===== src/rtl/memtouart_pkg.sv =====
// ============================================================================
//  Module   : memtouart_pkg
//  Brief    : Shared FSM state codes, ASCII constants and line lengths for
//             the memory-to-UART hex dumper.
//  Revision : 1.0
// ============================================================================
`default_nettype none

package memtouart_pkg;

    localparam logic [2:0] c_S_IDLE  = 3'd0;
    localparam logic [2:0] c_S_READ  = 3'd1;
    localparam logic [2:0] c_S_CAPT  = 3'd2;
    localparam logic [2:0] c_S_SEND  = 3'd3;
    localparam logic [2:0] c_S_WAITB = 3'd4;
    localparam logic [2:0] c_S_FIN   = 3'd5;

    localparam logic [7:0] c_CH_CR    = 8'h0D;
    localparam logic [7:0] c_CH_LF    = 8'h0A;
    localparam logic [7:0] c_CH_COLON = 8'h3A;

    localparam logic [4:0] c_LINE_LEN      = 5'd10;
    localparam logic [4:0] c_LINE_LEN_ADDR = 5'd19;

endpackage

`default_nettype wire


===== src/rtl/memtouart_if.sv =====
// ============================================================================
//  Module   : memtouart_if
//  Brief    : Start/status, memory read port and UART transmit bundle.
//  Revision : 1.0
// ============================================================================
`default_nettype none

interface memtouart_if;
    logic        start;
    logic [31:0] start_addr;
    logic        mem_r_en;
    logic [31:0] mem_r_addr;
    logic [31:0] mem_r_data;
    logic        uartbusy;
    logic [7:0]  charout;
    logic        uarttxen;
    logic        busy;
    logic        done;

    modport master (
        input  start, start_addr, mem_r_data, uartbusy,
        output mem_r_en, mem_r_addr, charout, uarttxen, busy, done
    );

    modport slave (
        output start, start_addr, mem_r_data, uartbusy,
        input  mem_r_en, mem_r_addr, charout, uarttxen, busy, done
    );
endinterface

`default_nettype wire


===== src/rtl/memtouart_hexnib.sv =====
// ============================================================================
//  Module   : memtouart_hexnib
//  Brief    : 4-bit nibble to uppercase ASCII hex digit.
//  Revision : 1.0
// ============================================================================
`default_nettype none

module memtouart_hexnib (
    input  wire logic [3:0] i_nib,
    output logic      [7:0] o_char
);
    // 0x37 + n lands on 'A' for n == 10
    always_comb begin
        if (i_nib < 4'd10) o_char = 8'h30 + {4'h0, i_nib};
        else               o_char = 8'h37 + {4'h0, i_nib};
    end
endmodule

`default_nettype wire


===== src/rtl/memtouart.sv =====
// ============================================================================
//  Module   : memtouart
//  Brief    : Dumps WORDS memory words to the UART as hex lines.
//             MEMTOUART_ADDR_EN adds an "AAAAAAAA:" address prefix per line.
//  Revision : 1.0
// ============================================================================
`default_nettype none

module memtouart
    import memtouart_pkg::*;
#(
    parameter int WORDS  = 16,
    parameter int STRIDE = 4
) (
    input  wire logic   clk,
    input  wire logic   rst,
    memtouart_if.master bus
);
`ifdef MEMTOUART_ADDR_EN
    localparam logic [4:0] c_LEN = c_LINE_LEN_ADDR;
`else
    localparam logic [4:0] c_LEN = c_LINE_LEN;
`endif

    logic [2:0]  r_state;
    logic [31:0] r_addr;
    logic [31:0] r_shift;
    logic [31:0] r_word;
    logic [31:0] r_mem_addr;
    logic [4:0]  r_idx;
    logic [7:0]  r_last;
    logic        r_mem_en;
    logic        r_busy;
    logic        r_done;
    logic        r_wait_first;

    logic        w_data_phase;
    logic [3:0]  w_nib;
    logic [7:0]  w_hex;
    logic [7:0]  w_char;

`ifdef MEMTOUART_ADDR_EN
    logic [31:0] w_addr_sh;
    assign w_addr_sh    = r_addr << {r_idx[2:0], 2'b00};
    assign w_data_phase = (r_idx > 5'd8) && (r_idx < 5'd17);
    assign w_nib        = (r_idx < 5'd8) ? w_addr_sh[31:28] : r_shift[31:28];
`else
    assign w_data_phase = (r_idx < 5'd8);
    assign w_nib        = r_shift[31:28];
`endif

    memtouart_hexnib u_hexnib (
        .i_nib  (w_nib),
        .o_char (w_hex)
    );

    always_comb begin
        w_char = w_hex;
        if (r_idx == c_LEN - 5'd2)      w_char = c_CH_CR;
        else if (r_idx == c_LEN - 5'd1) w_char = c_CH_LF;
`ifdef MEMTOUART_ADDR_EN
        else if (r_idx == 5'd8)         w_char = c_CH_COLON;
`endif
    end

    always_ff @(posedge clk) begin
        if (rst) begin
            r_state      <= c_S_IDLE;
            r_addr       <= '0;
            r_shift      <= '0;
            r_word       <= '0;
            r_idx        <= '0;
            r_last       <= '0;
            r_mem_en     <= 1'b0;
            r_mem_addr   <= '0;
            r_busy       <= 1'b0;
            r_done       <= 1'b0;
            r_wait_first <= 1'b0;
        end else begin
            r_mem_en   <= 1'b0;
            r_mem_addr <= '0;
            r_done     <= 1'b0;
            case (r_state)
                c_S_IDLE: if (bus.start) begin
                    r_addr     <= bus.start_addr;
                    r_word     <= '0;
                    r_busy     <= 1'b1;
                    r_mem_en   <= 1'b1;
                    r_mem_addr <= bus.start_addr;
                    r_state    <= c_S_READ;
                end
                c_S_READ: r_state <= c_S_CAPT;
                c_S_CAPT: begin
                    r_shift <= bus.mem_r_data;
                    r_idx   <= '0;
                    r_state <= c_S_SEND;
                end
                c_S_SEND: if (!bus.uartbusy) begin
                    r_last       <= w_char;
                    r_idx        <= r_idx + 5'd1;
                    if (w_data_phase) r_shift <= {r_shift[27:0], 4'h0};
                    r_wait_first <= 1'b1;
                    r_state      <= c_S_WAITB;
                end
                // First WAITB cycle is blind so the UART has time to raise busy
                c_S_WAITB: if (r_wait_first) begin
                    r_wait_first <= 1'b0;
                end else if (!bus.uartbusy) begin
                    if (r_idx != c_LEN) begin
                        r_state <= c_S_SEND;
                    end else if (r_word != 32'(WORDS - 1)) begin
                        r_word     <= r_word + 32'd1;
                        r_addr     <= r_addr + 32'(STRIDE);
                        r_mem_en   <= 1'b1;
                        r_mem_addr <= r_addr + 32'(STRIDE);
                        r_state    <= c_S_READ;
                    end else begin
                        r_done  <= 1'b1;
                        r_state <= c_S_FIN;
                    end
                end
                c_S_FIN: begin
                    r_busy  <= 1'b0;
                    r_state <= c_S_IDLE;
                end
                default: r_state <= c_S_IDLE;
            endcase
        end
    end

    assign bus.mem_r_en   = r_mem_en;
    assign bus.mem_r_addr = r_mem_addr;
    assign bus.busy       = r_busy;
    assign bus.done       = r_done;
    assign bus.uarttxen   = (r_state == c_S_SEND) && !bus.uartbusy;
    assign bus.charout    = (r_state == c_S_SEND) ? w_char : r_last;

endmodule

`default_nettype wire


===== src/flat_wrapper.sv =====
// flat-port wrapper written by rule: the top's interface ports become plain ports
module memtouart_flat import memtouart_pkg::*;
#(
    parameter int WORDS  = 16,
    parameter int STRIDE = 4
)
  (clk, rst, bus_start, bus_start_addr, bus_mem_r_data, bus_uartbusy, bus_mem_r_en, bus_mem_r_addr, bus_charout, bus_uarttxen, bus_busy, bus_done);
  memtouart_if bus_i ();
  input  wire logic clk;
  input  wire logic rst;
  input wire logic [$bits(bus_i.start)-1:0] bus_start;
  input wire logic [$bits(bus_i.start_addr)-1:0] bus_start_addr;
  input wire logic [$bits(bus_i.mem_r_data)-1:0] bus_mem_r_data;
  input wire logic [$bits(bus_i.uartbusy)-1:0] bus_uartbusy;
  output wire logic [$bits(bus_i.mem_r_en)-1:0] bus_mem_r_en;
  output wire logic [$bits(bus_i.mem_r_addr)-1:0] bus_mem_r_addr;
  output wire logic [$bits(bus_i.charout)-1:0] bus_charout;
  output wire logic [$bits(bus_i.uarttxen)-1:0] bus_uarttxen;
  output wire logic [$bits(bus_i.busy)-1:0] bus_busy;
  output wire logic [$bits(bus_i.done)-1:0] bus_done;
  assign bus_i.start = bus_start;
  assign bus_i.start_addr = bus_start_addr;
  assign bus_i.mem_r_data = bus_mem_r_data;
  assign bus_i.uartbusy = bus_uartbusy;
  assign bus_mem_r_en = bus_i.mem_r_en;
  assign bus_mem_r_addr = bus_i.mem_r_addr;
  assign bus_charout = bus_i.charout;
  assign bus_uarttxen = bus_i.uarttxen;
  assign bus_busy = bus_i.busy;
  assign bus_done = bus_i.done;
  memtouart #(.WORDS(WORDS), .STRIDE(STRIDE)) u_core (.clk(clk), .rst(rst), .bus(bus_i));
endmodule

===== config.mk =====
export PLATFORM = sky130hd
export DESIGN_NAME = memtouart_flat
export DESIGN_NICKNAME = d
export VERILOG_FILES = /design/src/rtl/memtouart_pkg.sv /design/src/rtl/memtouart_if.sv /design/src/rtl/memtouart_hexnib.sv /design/src/rtl/memtouart.sv /design/src/flat_wrapper.sv
export SDC_FILE = /design/constraint.sdc
export NUM_CORES = 1
export LEC_CHECK = 0
export BUFFER_PORTS_ARGS = -buffer_cell sky130_fd_sc_hd__buf_2
export CORE_AREA = 2 2 117 119
export DETAILED_ROUTE_END_ITERATION = 7
export DIE_AREA = 0 0 119 121
export PLACE_DENSITY_LB_ADDON = 0.2
export SETUP_SLACK_MARGIN = 0.2
export SYNTH_ARGS = -nofsm -noshare
export SYNTH_HDL_FRONTEND = slang
export SYNTH_SLANG_ARGS = --single-unit

===== constraint.sdc =====
create_clock -name clk -period 2.3 [get_ports clk]
set_input_delay 0.115 -clock clk [delete_from_list [all_inputs] [get_ports clk]]
set_output_delay 0.115 -clock clk [all_outputs]
set_load 0.02 [all_outputs]

==> run_results.csv <==
group,metric,value,unit
yosys,syn-instance-count,932,
yosys,synth_enable_flop_cells,0,
pwr,p_leak,3.77,nW
detailed_routing,ant_nets,0,
worst_setup_path,path_buf_inv,0,
sta,final.setup.tns,0,ps
sta,fmax,485,MHz
sta,setup_viol,0,
sta,tightest_slew,602,ps
yosys,synth_most_common_cell,"nand2_1",
detailed_routing,first_iter_violations,675,
worst_setup_path,cp_top_family,"simple AND/OR/NAND/NOR gates",
placed_design,io_buffers,110,
finish,syn_to_final_growth,31.0,%
floorplan,core-area,0.0131,mm^2
sta,min_period,2060,ps
sta,rsz0062_at_grt,"yes",
yosys,syn_avg_cell_area,7.93,um^2
min_path,hold_path.class,"primary input to flip-flop",
global_routing,grt_pass1_vias,6810,
status,status,"finished clean",
worst_setup_path,crit_required,2640,ps
clock_network,clk_latency,430,ps
yosys,synth_cell_types,69,
pwr,power_density,693,mW/mm^2
detailed_routing,firstDrtPassIters,5,
yosys,ys_warn_count,0,
sta,hold_ws,25.1,ps
global_routing,antenna_found_initial,0,
floorplan,io_pins,112,
yosys,ys_seq_area_share,39.8,%
yosys,yosysTopAreaCellShare,39.8,%
sta,hold_viol_final,0,
detailed_routing,routedWlPerCell,16.2,um
floorplan,dieHeight,121,um
sta,finalMaxSlewViolations,0,
global_routing,grt_pass1_wl,32.9,mm
worst_setup_path,cp.depth,6,
worst_setup_path,worst_setup_path_end_kind,"flip-flop",
worst_setup_path,cp_slowest_stage_delay,620,ps
pwr,irDropWorstVdd,0.000547,V
clock_network,cts_sinks,147,
flow_run,maxCapViolCount,0,
min_path,hold_path_depth,3,
worst_setup_path,cp_max_fo,7,
detailed_routing,wl,20.8,mm
clock_network,cts_tree,"built",
yosys,synthFlopType,"dfxtp_1",
sta,fin_crit_sh,89.6,%
finish,final_nets,1173,
worst_setup_path,r2r_cells,6,
floorplan,start_util,56.5,%
global_routing,grt_max_degree,62,
finish,insertedDiodeCount,0,
clock_network,clkTransAtPathRegs,60,ps
yosys,ys_ff_latch,147,
clock_network,cts_inserted_buffers,17,
yosys,synthesis.nets,1007,
sta,fin_skew,7.75,ps
placed_design,gpl.final_weighted_congestion,0.843,
clock_network,htree_num_levels,4,
worst_setup_path,worstSetupPathType,"flip-flop to flip-flop",
yosys,synth_top_area_cell,"dfxtp_1",
global_routing,track_usage,28.1,%
clock_network,cts-root-buf,"clkbuf_16",
clock_network,cts_buffer_depth,2,
worst_setup_path,crit_path_start_kind,"flip-flop",
placed_design,dpl.hpwl,12.5,mm
floorplan,die_area,0.0144,mm^2
detailed_routing,drc,0,
yosys,netlist_top_cells_count,"nand2_1 (150), dfxtp_1 (147), nor2_1 (112), a21oi_1 (73), nand3_1 (48)",
worst_setup_path,crit_arrival,2400,ps
floorplan,rows,42,
detailed_routing,routed_via_density,5.84,
worst_setup_path,crit_chain,"nand4_4 > or4_4 > nor2_4 > nand4_2 > o31a_1 > o32ai_2",
sta,slew_headroom,59.8,%
yosys,synth-async-reset-ratio,0,%
yosys,yosys-top-cells-area,"dfxtp_1 (40%), nand2_1 (7.6%), nor2_1 (5.7%), a21oi_1 (4.9%), xnor2_1 (3.7%)",
yosys,synth.cell_area,0.00739,mm^2
finish,layout-drive-gt1-share,24.0,%
detailed_routing,vias,7510,
floorplan,die_w,119,um
worst_setup_path,crit_slowest_cell,"or4_4",
global_routing,grt.overflow.total,0,
## through the flow
step	power [mW]	util, %	cell area [um^2]	instances	setup WS [ps]
2_1_floorplan	3.44	-	7390	932	359
3_3_place_gp	3.71	63.0	8240	1188	137
3_5_place_dp	3.73	63.0	8240	1188	106
4_1_cts	6.65	72.2	9440	1277	139
5_1_grt	6.94	74.0	9680	1287	139
6_report	6.70	74.0	9680	1287	240
## worst paths after layout
check | slack, ps | startpoint | end
hold / removal | 30 | bus_start_addr[4] | u_core.bus.mem_r_addr[4]
hold reg to reg | 460 | u_core.r_addr[0] | u_core.r_addr[0]
setup / recovery | 240 | u_core.r_addr[6] | u_core.r_addr[30]
setup reg to reg | 240 | u_core.r_addr[6] | u_core.r_addr[30]
## routing by layer
layer / global-route usage, % / vias up / share of wire, %
li1: - / 3691 / -
met1: 37.4 / 3505 / 44
met2: 45.6 / 275 / 48
met3: 5.31 / 39 / 6.0
met4: 9.97 / 0 / 1.8
met5: 0 / - / 0
## state kept, by name (all words and copies together), names as in the netlist
register,count
u_core.r_state,3
u_core.bus.mem_r_en,1
u_core.r_shift,32
u_core.r_word,32
u_core.bus.busy,1
u_core.r_last,7
u_core.bus.mem_r_addr,32
u_core.r_addr,32
u_core.r_idx,5
u_core.bus.done,1
u_core.r_wait_first,1
## cells in the final DEF, fill, tap and decap left out, drive strengths merged, types with 28 or more instances in the layout
master,n
nand2,150
dlygate4sd3,56
dfxtp,147
a311oi,28
nand3,50
buf,160
xnor2,31
nor2,113
a21oi,75
a211oi,30
## worst reg2reg max path, stage by stage (launching register included)
cell,delay (ps)
dfxtp_4,390
nand4_4,160
or4_4,620
nor2_4,130
nand4_2,170
o31a_1,310
o32ai_2,200
## power breakdown
part,switching (mW),total (mW),internal (mW),leakage (nW)
registers,0.132,2.84,2.70,1.21
clock network,1.16,2.88,1.71,0.286
logic,0.566,0.992,0.427,2.27
total,1.86,6.70,4.84,3.77
## final cells by class
cell class              count  area (um^2)
clock buffers              17          425
clock inverters            15          183
fillers                   968         3400
inverters                  12         45.0
multi-input cells         703         4240
flip-flops and latches    147         2980
well taps                 176          220
repair buffers            217         1590
## timing repair
item                       CTS  global route
resized for setup           10            46
pin swaps                    1             6
setup endpoints to repair   28            88
hold buffers                56             0
setup buffers                1             8
hold endpoints to repair    59             0
cloned                       0             2
## logic make-up (layout without fill, tap and decap cells)
group,count (synthesis),in the layout,synth area share [%]
and+or+nand+nor,412,412,26.5
AOI/OAI and AO/OA,232,233,21.9
DFF,147,147,39.8
buffers and inverters,83,261,4.64
xor gates and xnor gates,49,49,5.81
adders and majority gates,7,7,1.19
other,1,1,0.0508
muxes,1,1,0.135
(Power assumes the default switching activity.)
